## config.mk

```make
export PLATFORM = sky130hd
export DESIGN_NAME = ofm_collector_flat
export DESIGN_NICKNAME = d
export VERILOG_FILES = /design/src/rtl/pe_pkg.sv /design/src/rtl/ofm_collector_if.sv /design/src/rtl/ofm_collector_fifo.sv /design/src/rtl/ofm_collector.sv /design/src/flat_wrapper.sv
export SDC_FILE = /design/constraint.sdc
export NUM_CORES = 1
export LEC_CHECK = 0
export ABC_AREA = 1
export BUFFER_PORTS_ARGS = -buffer_cell sky130_fd_sc_hd__buf_2
export CAP_MARGIN = 20
export CELL_PAD_IN_SITES_DETAIL_PLACEMENT = 0
export CELL_PAD_IN_SITES_GLOBAL_PLACEMENT = 1
export CORE_MARGIN = 2
export CORE_UTILIZATION = 44
export DETAILED_ROUTE_END_ITERATION = 7
export PLACE_DENSITY_LB_ADDON = 0.05
export SYNTH_ARGS = -nofsm -noshare
export SYNTH_HDL_FRONTEND = slang
export SYNTH_SLANG_ARGS = --single-unit
```

## constraint.sdc

```tcl
create_clock -name clk -period 4 [get_ports clk]
set_clock_uncertainty 0.2 [all_clocks]
set_input_delay 0.6 -clock clk [delete_from_list [all_inputs] [get_ports clk]]
set_output_delay 0.6 -clock clk [all_outputs]
set_load 0.005 [all_outputs]
```

## src/rtl/pe_pkg.sv

```systemverilog
// Shared types and default widths for the PE column datapath and its output collector.
package pe_pkg;

   localparam int OWIDTH_DEF = 24;
   localparam int OUTW_DEF   = 16;
   localparam int DEPTH_DEF  = 4;
   localparam int KWIDTH_DEF = 8;

   typedef enum logic [1:0] {
      S_IDLE    = 2'd0,
      S_CLEAR   = 2'd1,
      S_ACCUM   = 2'd2,
      S_CAPTURE = 2'd3
   } ofm_state_e;

endpackage

```

## src/rtl/ofm_collector_if.sv

```systemverilog
// Downstream result stream: out_data is transferred on any cycle where out_valid && out_ready;
// the master holds out_data/out_valid stable while out_valid && !out_ready.
interface ofm_collector_if #(
   parameter int OUTW = pe_pkg::OUTW_DEF
);

   logic [OUTW-1:0] out_data;
   logic            out_valid;
   logic            out_ready;

   modport master (output out_data, output out_valid, input out_ready);
   modport slave  (input out_data, input out_valid, output out_ready);

endinterface

```

## src/rtl/ofm_collector_fifo.sv

```systemverilog
// Synchronous DEPTH-entry result FIFO; head word is shown on the stream, zero when empty.
module ofm_fifo #(
   parameter int W     = 16,
   parameter int DEPTH = 4
) (
   input  logic                     clk,
   input  logic                     rst,
   input  logic                     push,
   input  logic [W-1:0]             wdata,
   output logic                     push_ok,
   output logic [$clog2(DEPTH):0]   fifo_cnt,
   ofm_collector_if.master          out_if
);

   localparam int PW = $clog2(DEPTH);

   logic [W-1:0]  mem_q [DEPTH];
   logic [W-1:0]  mem_d [DEPTH];
   logic [PW-1:0] rd_ptr_q, rd_ptr_d;
   logic [PW-1:0] wr_ptr_q, wr_ptr_d;
   logic [PW:0]   cnt_q, cnt_d;
   logic          pop;
   logic          do_push;

   // A full FIFO still accepts a push when the head leaves in the same cycle.
   always_comb begin
      pop      = (cnt_q != '0) && out_if.out_ready;
      push_ok  = (cnt_q < (PW+1)'(DEPTH)) || pop;
      do_push  = push && push_ok;
      mem_d    = mem_q;
      rd_ptr_d = rd_ptr_q;
      wr_ptr_d = wr_ptr_q;
      cnt_d    = cnt_q;
      if (do_push) begin
         mem_d[wr_ptr_q] = wdata;
         wr_ptr_d        = wr_ptr_q + PW'(1);
      end
      if (pop) begin
         rd_ptr_d = rd_ptr_q + PW'(1);
      end
      case ({do_push, pop})
         2'b10:   cnt_d = cnt_q + (PW+1)'(1);
         2'b01:   cnt_d = cnt_q - (PW+1)'(1);
         default: cnt_d = cnt_q;
      endcase
   end

   always_ff @(posedge clk) begin
      if (rst) begin
         rd_ptr_q <= '0;
         wr_ptr_q <= '0;
         cnt_q    <= '0;
         for (int i = 0; i < DEPTH; i++) begin
            mem_q[i] <= '0;
         end
      end else begin
         rd_ptr_q <= rd_ptr_d;
         wr_ptr_q <= wr_ptr_d;
         cnt_q    <= cnt_d;
         mem_q    <= mem_d;
      end
   end

   assign out_if.out_valid = (cnt_q != '0);
   assign out_if.out_data  = (cnt_q != '0) ? mem_q[rd_ptr_q] : '0;
   assign fifo_cnt         = cnt_q;

endmodule

```

## src/rtl/ofm_collector.sv

```systemverilog
// Output collector for one PE column: clears, accumulates k_len cycles, captures into a FIFO.
// Build option OFM_SAT_EN selects signed saturation instead of truncation of the captured sum.
module ofm_collector
   import pe_pkg::*;
#(
   parameter int OWIDTH = OWIDTH_DEF,
   parameter int OUTW   = OUTW_DEF,
   parameter int DEPTH  = DEPTH_DEF,
   parameter int KWIDTH = KWIDTH_DEF
) (
   input  logic                       clk,
   input  logic                       rst,
   input  logic                       start,
   input  logic [KWIDTH-1:0]          k_len,
   output logic                       en_o,
   output logic                       clr_o,
   input  logic signed [OWIDTH-1:0]   ofm_d,
   ofm_collector_if.master            out_if,
   output logic                       busy,
   output logic                       done,
   output logic [$clog2(DEPTH):0]     fifo_cnt,
   output ofm_state_e                 state_dbg
);

   ofm_state_e        state_q, state_d;
   logic [KWIDTH-1:0] cnt_q, cnt_d;
   logic              push;
   logic              push_ok;
   logic [OUTW-1:0]   out_word;

   always_ff @(posedge clk) begin
      if (rst) begin
         state_q <= S_IDLE;
         cnt_q   <= '0;
      end else begin
         state_q <= state_d;
         cnt_q   <= cnt_d;
      end
   end

   // cnt_q holds the cycles of enable still owed, including the current ACCUM cycle.
   always_comb begin
      state_d = state_q;
      cnt_d   = cnt_q;
      case (state_q)
         S_IDLE: begin
            if (start) begin
               state_d = S_CLEAR;
               cnt_d   = k_len;
            end
         end
         S_CLEAR: begin
            state_d = (cnt_q != '0) ? S_ACCUM : S_CAPTURE;
         end
         S_ACCUM: begin
            cnt_d = cnt_q - KWIDTH'(1);
            if (cnt_q == KWIDTH'(1)) begin
               state_d = S_CAPTURE;
            end
         end
         S_CAPTURE: begin
            if (push_ok) begin
               state_d = S_IDLE;
            end
         end
         default: state_d = S_IDLE;
      endcase
   end

   always_comb begin
      en_o  = (state_q == S_ACCUM);
      clr_o = (state_q == S_CLEAR);
      busy  = (state_q != S_IDLE);
      push  = (state_q == S_CAPTURE);
      done  = (state_q == S_CAPTURE) && push_ok;
   end

`ifdef OFM_SAT_EN
   localparam logic signed [OWIDTH-1:0] SAT_MAX =
      {{(OWIDTH-OUTW+1){1'b0}}, {(OUTW-1){1'b1}}};
   localparam logic signed [OWIDTH-1:0] SAT_MIN =
      {{(OWIDTH-OUTW+1){1'b1}}, {(OUTW-1){1'b0}}};

   always_comb begin
      if (ofm_d > SAT_MAX) begin
         out_word = SAT_MAX[OUTW-1:0];
      end else if (ofm_d < SAT_MIN) begin
         out_word = SAT_MIN[OUTW-1:0];
      end else begin
         out_word = ofm_d[OUTW-1:0];
      end
   end
`else
   logic unused_ofm_hi;

   assign unused_ofm_hi = ^ofm_d;

   always_comb begin
      out_word = ofm_d[OUTW-1:0];
   end
`endif

   ofm_fifo #(
      .W     (OUTW),
      .DEPTH (DEPTH)
   ) u_fifo (
      .clk      (clk),
      .rst      (rst),
      .push     (push),
      .wdata    (out_word),
      .push_ok  (push_ok),
      .fifo_cnt (fifo_cnt),
      .out_if   (out_if)
   );

   assign state_dbg = state_q;

endmodule

```

## src/flat_wrapper.sv

```systemverilog
// flat-port wrapper written by rule: the top's interface ports become plain ports
module ofm_collector_flat import pe_pkg::*;
#(
   parameter int OWIDTH = OWIDTH_DEF,
   parameter int OUTW   = OUTW_DEF,
   parameter int DEPTH  = DEPTH_DEF,
   parameter int KWIDTH = KWIDTH_DEF
)
  (clk, rst, start, k_len, en_o, clr_o, ofm_d, busy, done, fifo_cnt, state_dbg, out_if_out_data, out_if_out_valid, out_if_out_ready);
  ofm_collector_if #(.OUTW(OUTW)) out_if_i ();
  input  logic clk;
  input  logic rst;
  input  logic start;
  input  logic [KWIDTH-1:0] k_len;
  output logic en_o;
  output logic clr_o;
  input  logic signed [OWIDTH-1:0] ofm_d;
  output logic busy;
  output logic done;
  output logic [$clog2(DEPTH):0] fifo_cnt;
  output ofm_state_e state_dbg;
  output wire logic [$bits(out_if_i.out_data)-1:0] out_if_out_data;
  output wire logic [$bits(out_if_i.out_valid)-1:0] out_if_out_valid;
  input wire logic [$bits(out_if_i.out_ready)-1:0] out_if_out_ready;
  assign out_if_out_data = out_if_i.out_data;
  assign out_if_out_valid = out_if_i.out_valid;
  assign out_if_i.out_ready = out_if_out_ready;
  ofm_collector #(.OWIDTH(OWIDTH), .OUTW(OUTW), .DEPTH(DEPTH), .KWIDTH(KWIDTH)) u_core (.clk(clk), .rst(rst), .start(start), .k_len(k_len), .en_o(en_o), .clr_o(clr_o), .ofm_d(ofm_d), .out_if(out_if_i), .busy(busy), .done(done), .fifo_cnt(fifo_cnt), .state_dbg(state_dbg));
endmodule
```

* Yosys cells after proc, flatten, opt, wreduce, memory -nomap -nowiden
Index checks and enable logic that the tools add are counted.
Word-level totals: register bits after elaboration 81, bits in latches 0, memory bits (writable) 0, memory bits (read-only) 0, bits of input ports 36, logic and storage cells 56, memories 0
Cells by class: add/sub/neg operators 5, $mul 0, divide/modulo/power cells 0, order comparisons 4, equal/unequal tests 9, shifts and indexed selects 0, multiplexer cells 15, bitwise operators 2, reduce and logical (&&, ||, !) cells 12
Operator list (count):
- $bwmux 64 | 1
- $mux 16 | 4
- $bmux 16 s2 | 1
- $demux 16 s2 | 1
- $pmux 8 s2 | 1
- $eq 8x1->1 const B | 1
- $mux 8 | 1
- $pmux 2 s4 | 1
- $reduce_bool 8->1 | 1
- $sub 8x1->8 const B | 1
- $eq 2x2->1 const B | 3
- $ge 3x3->1 const B | 2
- $mux 2 | 3
- $not 2->3 | 2
- $pmux 3 s2 | 1
- $reduce_bool 2->1 | 3
- $add 2x1->2 const B | 2
- $eq 2x1->1 const B | 2
- $ne 2x2->1 const B | 2
- $add 3x1->3 const B | 1
- $logic_and 1x1->1 | 3
- $lt 3x1->1 const B | 1
- $lt 3x3->1 const B | 1
- $reduce_and 3->1 | 1
- 7 further kinds | 7

* Depth between registers and ports, before layout
depth after elaboration 6, gate-level depth with buffers 12, depth with buffers taken out 11

* Cells and area by module
Synthesis repeated with hierarchy kept, for this count alone.
Unflattened totals: cells, all modules 623, area total of the unflattened synthesis 4270.3 um^2
Modules (own cells, without submodules):
- ofm_fifo | instances 1, cells an instance 501, area each 3493.4 um^2, sequential area each 1421.4 um^2
- ofm_collector | instances 1, cells an instance 122, area each 777.0 um^2, sequential area each 200.2 um^2

* Worst setup path after synthesis
Ideal clock, no wire load.
path type input port to flip-flop, start point input out_if_out_ready, end point register u_core.u_fifo.cnt_q[2] (netlist: u_core.u_fifo.fifo_cnt[2]), library setup time 0.122 ns, arrival time 1.944 ns, required time 3.678 ns, path slack 1.734 ns, cell stages on the path 11, path buffers 1, cells stage by stage inv_1 -> a21oi_2 -> buf_6 -> inv_1 -> ha_1 -> inv_1 -> fa_1 -> a21oi_1 -> o21ai_0 -> o21ai_0 -> a21oi_1
Between the ends: longest elaborated chain between the ends 5, elaborated cells between the ends (all ways) 7, those cells by class eq/ne: 2; mux: 1; reduce/logical: 4
RTL lines:
- from (decl) | RTL line flat_wrapper.sv:24 | input wire logic [$bits(out_if_i.out_ready)-1:0] out_if_out_ready;
- $logic_and 1x1->1 * | RTL line ofm_collector_fifo.sv:27 | pop = (cnt_q != '0) && out_if.out_ready;
- $logic_or 1x1->1 | RTL line ofm_collector_fifo.sv:28 | push_ok = (cnt_q < (PW+1)'(DEPTH)) || pop;
- $logic_and 1x1->1 | RTL line ofm_collector_fifo.sv:29 | do_push = push && push_ok;
- $eq 2x1->1 / $eq 2x2->1 (equally long branches) | RTL line ofm_collector_fifo.sv:41 | case ({do_push, pop})
- $pmux 3 s2 / $reduce_bool 2->1 (equally long branches)
- to (signal assigned) | RTL line ofm_collector_fifo.sv:59 | cnt_q <= cnt_d;
- to (decl) | RTL line ofm_collector_fifo.sv:21 | logic [PW:0] cnt_q, cnt_d;
Every way passes the cells marked *; elsewhere a longest branch is shown, timed or not. A chain may end at the register's enable or synchronous reset.

* Final worst setup path
start point register u_core.u_fifo.rd_ptr_q[0], end point output out_if_out_data[0]
Between the ends: longest elaborated chain between the ends 5
RTL lines:
- from (decl) | RTL line ofm_collector_fifo.sv:19 | logic [PW-1:0] rd_ptr_q, rd_ptr_d;
- from (signal assigned) | RTL line ofm_collector_fifo.sv:57 | rd_ptr_q <= rd_ptr_d;
- $not 2->3 (implied by the code) | RTL line ofm_collector_fifo.sv:65 | assign out_if.out_data = (cnt_q != '0) ? mem_q[rd_ptr_q] : '0;
- $bmux 16 s2 | RTL line ofm_collector_fifo.sv:65
- $mux 16 (implied by the code) (2 in series) | RTL line ofm_collector_fifo.sv:65
- $mux 16 | RTL line ofm_collector_fifo.sv:65
- to (decl) | RTL line flat_wrapper.sv:22 | output wire logic [$bits(out_if_i.out_data)-1:0] out_if_out_data;
Every way passes these cells. The select of a mux whose other input is x is not followed.

==> results_dict.tcl <==
set metrics [dict create \
    post_cts_buffers 0 \
    status "finished, final reports clean" \
    first_iter_violations 175 \
    grt_first_pass_wirelength_um 17200 \
    nets 628 \
    regArea_um2 1620 \
    ys_seq_area_share_pct 41.6 \
    critical_path_peak_fanout 32 \
    cts_resized 0 \
    r2r_end "u_core.u_fifo.mem_q[30]" \
    fin_crit_sh_pct 69.7 \
    clock_latency_ps 350 \
    grt-ovfl-total 0 \
    final_hold_viol_count 0 \
    drv_slew 0 \
    rr_worst_depth 7 \
    cp.arrival_ps 1990 \
    slowest_delay_ps 720 \
    cap_viol_max_count 0 \
    routed_via_density 5.30 \
    fin_util_pct 50.7 \
    relSlewSlack_pct 30.1 \
    gp_congestion 0.763 \
    layout_min_cycle_time_ps 2790 \
    min_from "u_core.u_fifo.mem_q[38]" \
    yosysUniqueCellTypes 23 \
    min_to "u_core.u_fifo.mem_q[38]" \
    synth.net_count 592 \
    cts.sinks 81 \
    synth_area_um2 3900 \
    netlist_instances 543 \
    peakVddDrop_mv 0.275 \
    fmax_mhz 358 \
    fp.coreArea_um2 8640 \
    final_cell_mix "129 x a21oi_1, 83 x o21ai_0, 81 x dfxtp_1, 69 x nand2_1, 59 x inv_1" \
    worst_slew_pin_slew_ps 1050 \
    diodes 0 \
    path_delay_family "buffers and inverters" \
    track_usage_pct 22.2 \
    cts_tree "built" \
    setup_viol 0 \
    end_kind "output port" \
    clk_pin_slew_ps 90 \
    ant_nets 0 \
    num_rows 34 \
    finalWirelength_um 10300 \
    r2r-start "u_core.state_dbg[0]" \
    hold_path.class "flop to flop" \
    multiInputGateArea_um2 1850 \
    start_kind "flop" \
    path_buf_inv 2 \
    whs_path_depth 2 \
    grt_max_degree 39 \
    rsz0062_at_grt "false" \
    ios 62 \
    antenna_found_initial 0 \
    syn_avg_cell_area_um2 7.18 \
    dp_hpwl_um 6380 \
    routedWlPerCell_um 14.9 \
    die_y_um 98.1 \
    clockBufferDepth 2 \
    ff2ff_setup_slack_ps 1220 \
    fillCellCount 893 \
    clockRootBuffer "clkbuf_8" \
    cp_slowest_cell "inv_1" \
    powerDensity_nw_per_um2 562 \
    via_count 3670 \
    numCtsBuffers 9 \
    cp.required_ps 3200 \
    p_leak_nw 1.64 \
    initial_utilization_pct 45.1 \
    final_common_cell "a21oi_1" \
    first_pass_iters 5 \
    portBuffers 53 \
    yosys_warnings 0 \
    grt_pass1_vias 3448 \
    drive_gt1_share_pct 14.4 \
    cp_cell_sequence "inv_1 > o21ai_0 > a21oi_1 > buf_2" \
    h-tree-depth 3 \
    drcViolationCount 0 \
    cts_hold_buffers 0 \
    syn2layout_area_growth_pct 12.2 \
    setup.worst_path.class "flop to output port" \
    ys_ff_latch 81 \
    die_x_um 98.1 \
    tns_ps 0 \
    die_area_um2 9630 \
]
==> per-layer routing <==
| metal | GRT usage [%] | vias to the layer above | routed length [um] |
|---|---|---|---|
| met3 | 3.15 | 14 | 513 |
| met4 | 7.16 | 0 | 131 |
| li1 | - | 1883 | - |
| met2 | 37.5 | 98 | 4800 |
| met1 | 29.4 | 1675 | 4900 |
| met5 | 0 | - | 0 |
==> final cells by class <==
cell class,instances,share of cell area (%)
clock buffers,11,3.23
clock inverters,5,1.46
inverters,62,5.32
multi-input cells,364,42.4
flip-flops and latches,81,37.1
well taps,108,3.09
repair buffers,61,7.44
==> cells in the mapped netlist (all sizes together) <==
library cell / number / area (um^2)
clkbuf: 15 / 57.6
nor3: 2 / 21.3
fa: 1 / 20.0
dfxtp: 81 / 1620
inv: 62 / 233
nand2: 70 / 270
nand3: 38 / 190
buf: 21 / 131
nor2: 19 / 71.3
o21ai: 90 / 462
or2: 1 / 6.26
a21oi: 131 / 663
ha: 12 / 150
==> registers in the layout, summed over array words and instances (netlist names) <==
signal and cells:
u_core.state_dbg 2, u_core.u_fifo.wr_ptr_q 2, u_core.cnt_q 8, u_core.u_fifo.fifo_cnt 3, u_core.u_fifo.mem_q 64, u_core.u_fifo.rd_ptr_q 2
==> worst max path at each step <==
stage | endpoint | from | cells past startpoint
floorplan | u_core.u_fifo.fifo_cnt[2] | out_if_out_ready | 11
global route | u_core.u_fifo.mem_q[28] | u_core.state_dbg[1] | 7
global placement | u_core.u_fifo.mem_q[24] | out_if_out_ready | 7
CTS | out_if_out_data[0] | u_core.u_fifo.rd_ptr_q[0] | 4
detailed placement | u_core.u_fifo.mem_q[21] | out_if_out_ready | 7
finish | out_if_out_data[0] | u_core.u_fifo.rd_ptr_q[0] | 4
==> power breakdown <==
part | total (mW) | internal (mW) | leakage, nW | switching (mW)
sequential | 0.943 | 0.879 | 0.655 | 0.0647
combinational | 0.886 | 0.300 | 0.885 | 0.586
clock | 0.631 | 0.310 | 0.100 | 0.320
total | 2.46 | 1.49 | 1.64 | 0.971
==> worst register-to-register path: stages, from the launching register on <==
cell,delay [ps]
dfxtp_1,430
ha_1,180
inv_1,50
a21oi_2,250
buf_4,330
nand2_1,660
o21ai_0,450
a21oi_1,70
==> through the flow <==
step / worst slack [ps] / power, mW / instance area, um^2 / std cells / hold slack, ps
CTS: 1200 / 2.48 / 4370 / 692 / 256
global placement: 1210 / 1.84 / 4170 / 676 / 238
detailed placement: 1140 / 1.85 / 4170 / 676 / 242
floorplan: 1730 / 1.58 / 3900 / 543 / 230
finish: 1210 / 2.46 / 4370 / 692 / 254
global route: 901 / 2.63 / 4370 / 692 / 280
==> cells by family (layout without fill, tap and decap cells) <==
group                      count (synthesis)  after routing  synth area share, %
and+or+nand+nor                          130            130                 14.4
adders and majority gates                 13             13                 4.37
DFF                                       81             81                 41.6
AOI/OAI and AO/OA                        221            221                 28.9
buffers and inverters                     98            139                 10.8
(Power assumes the default switching activity.)
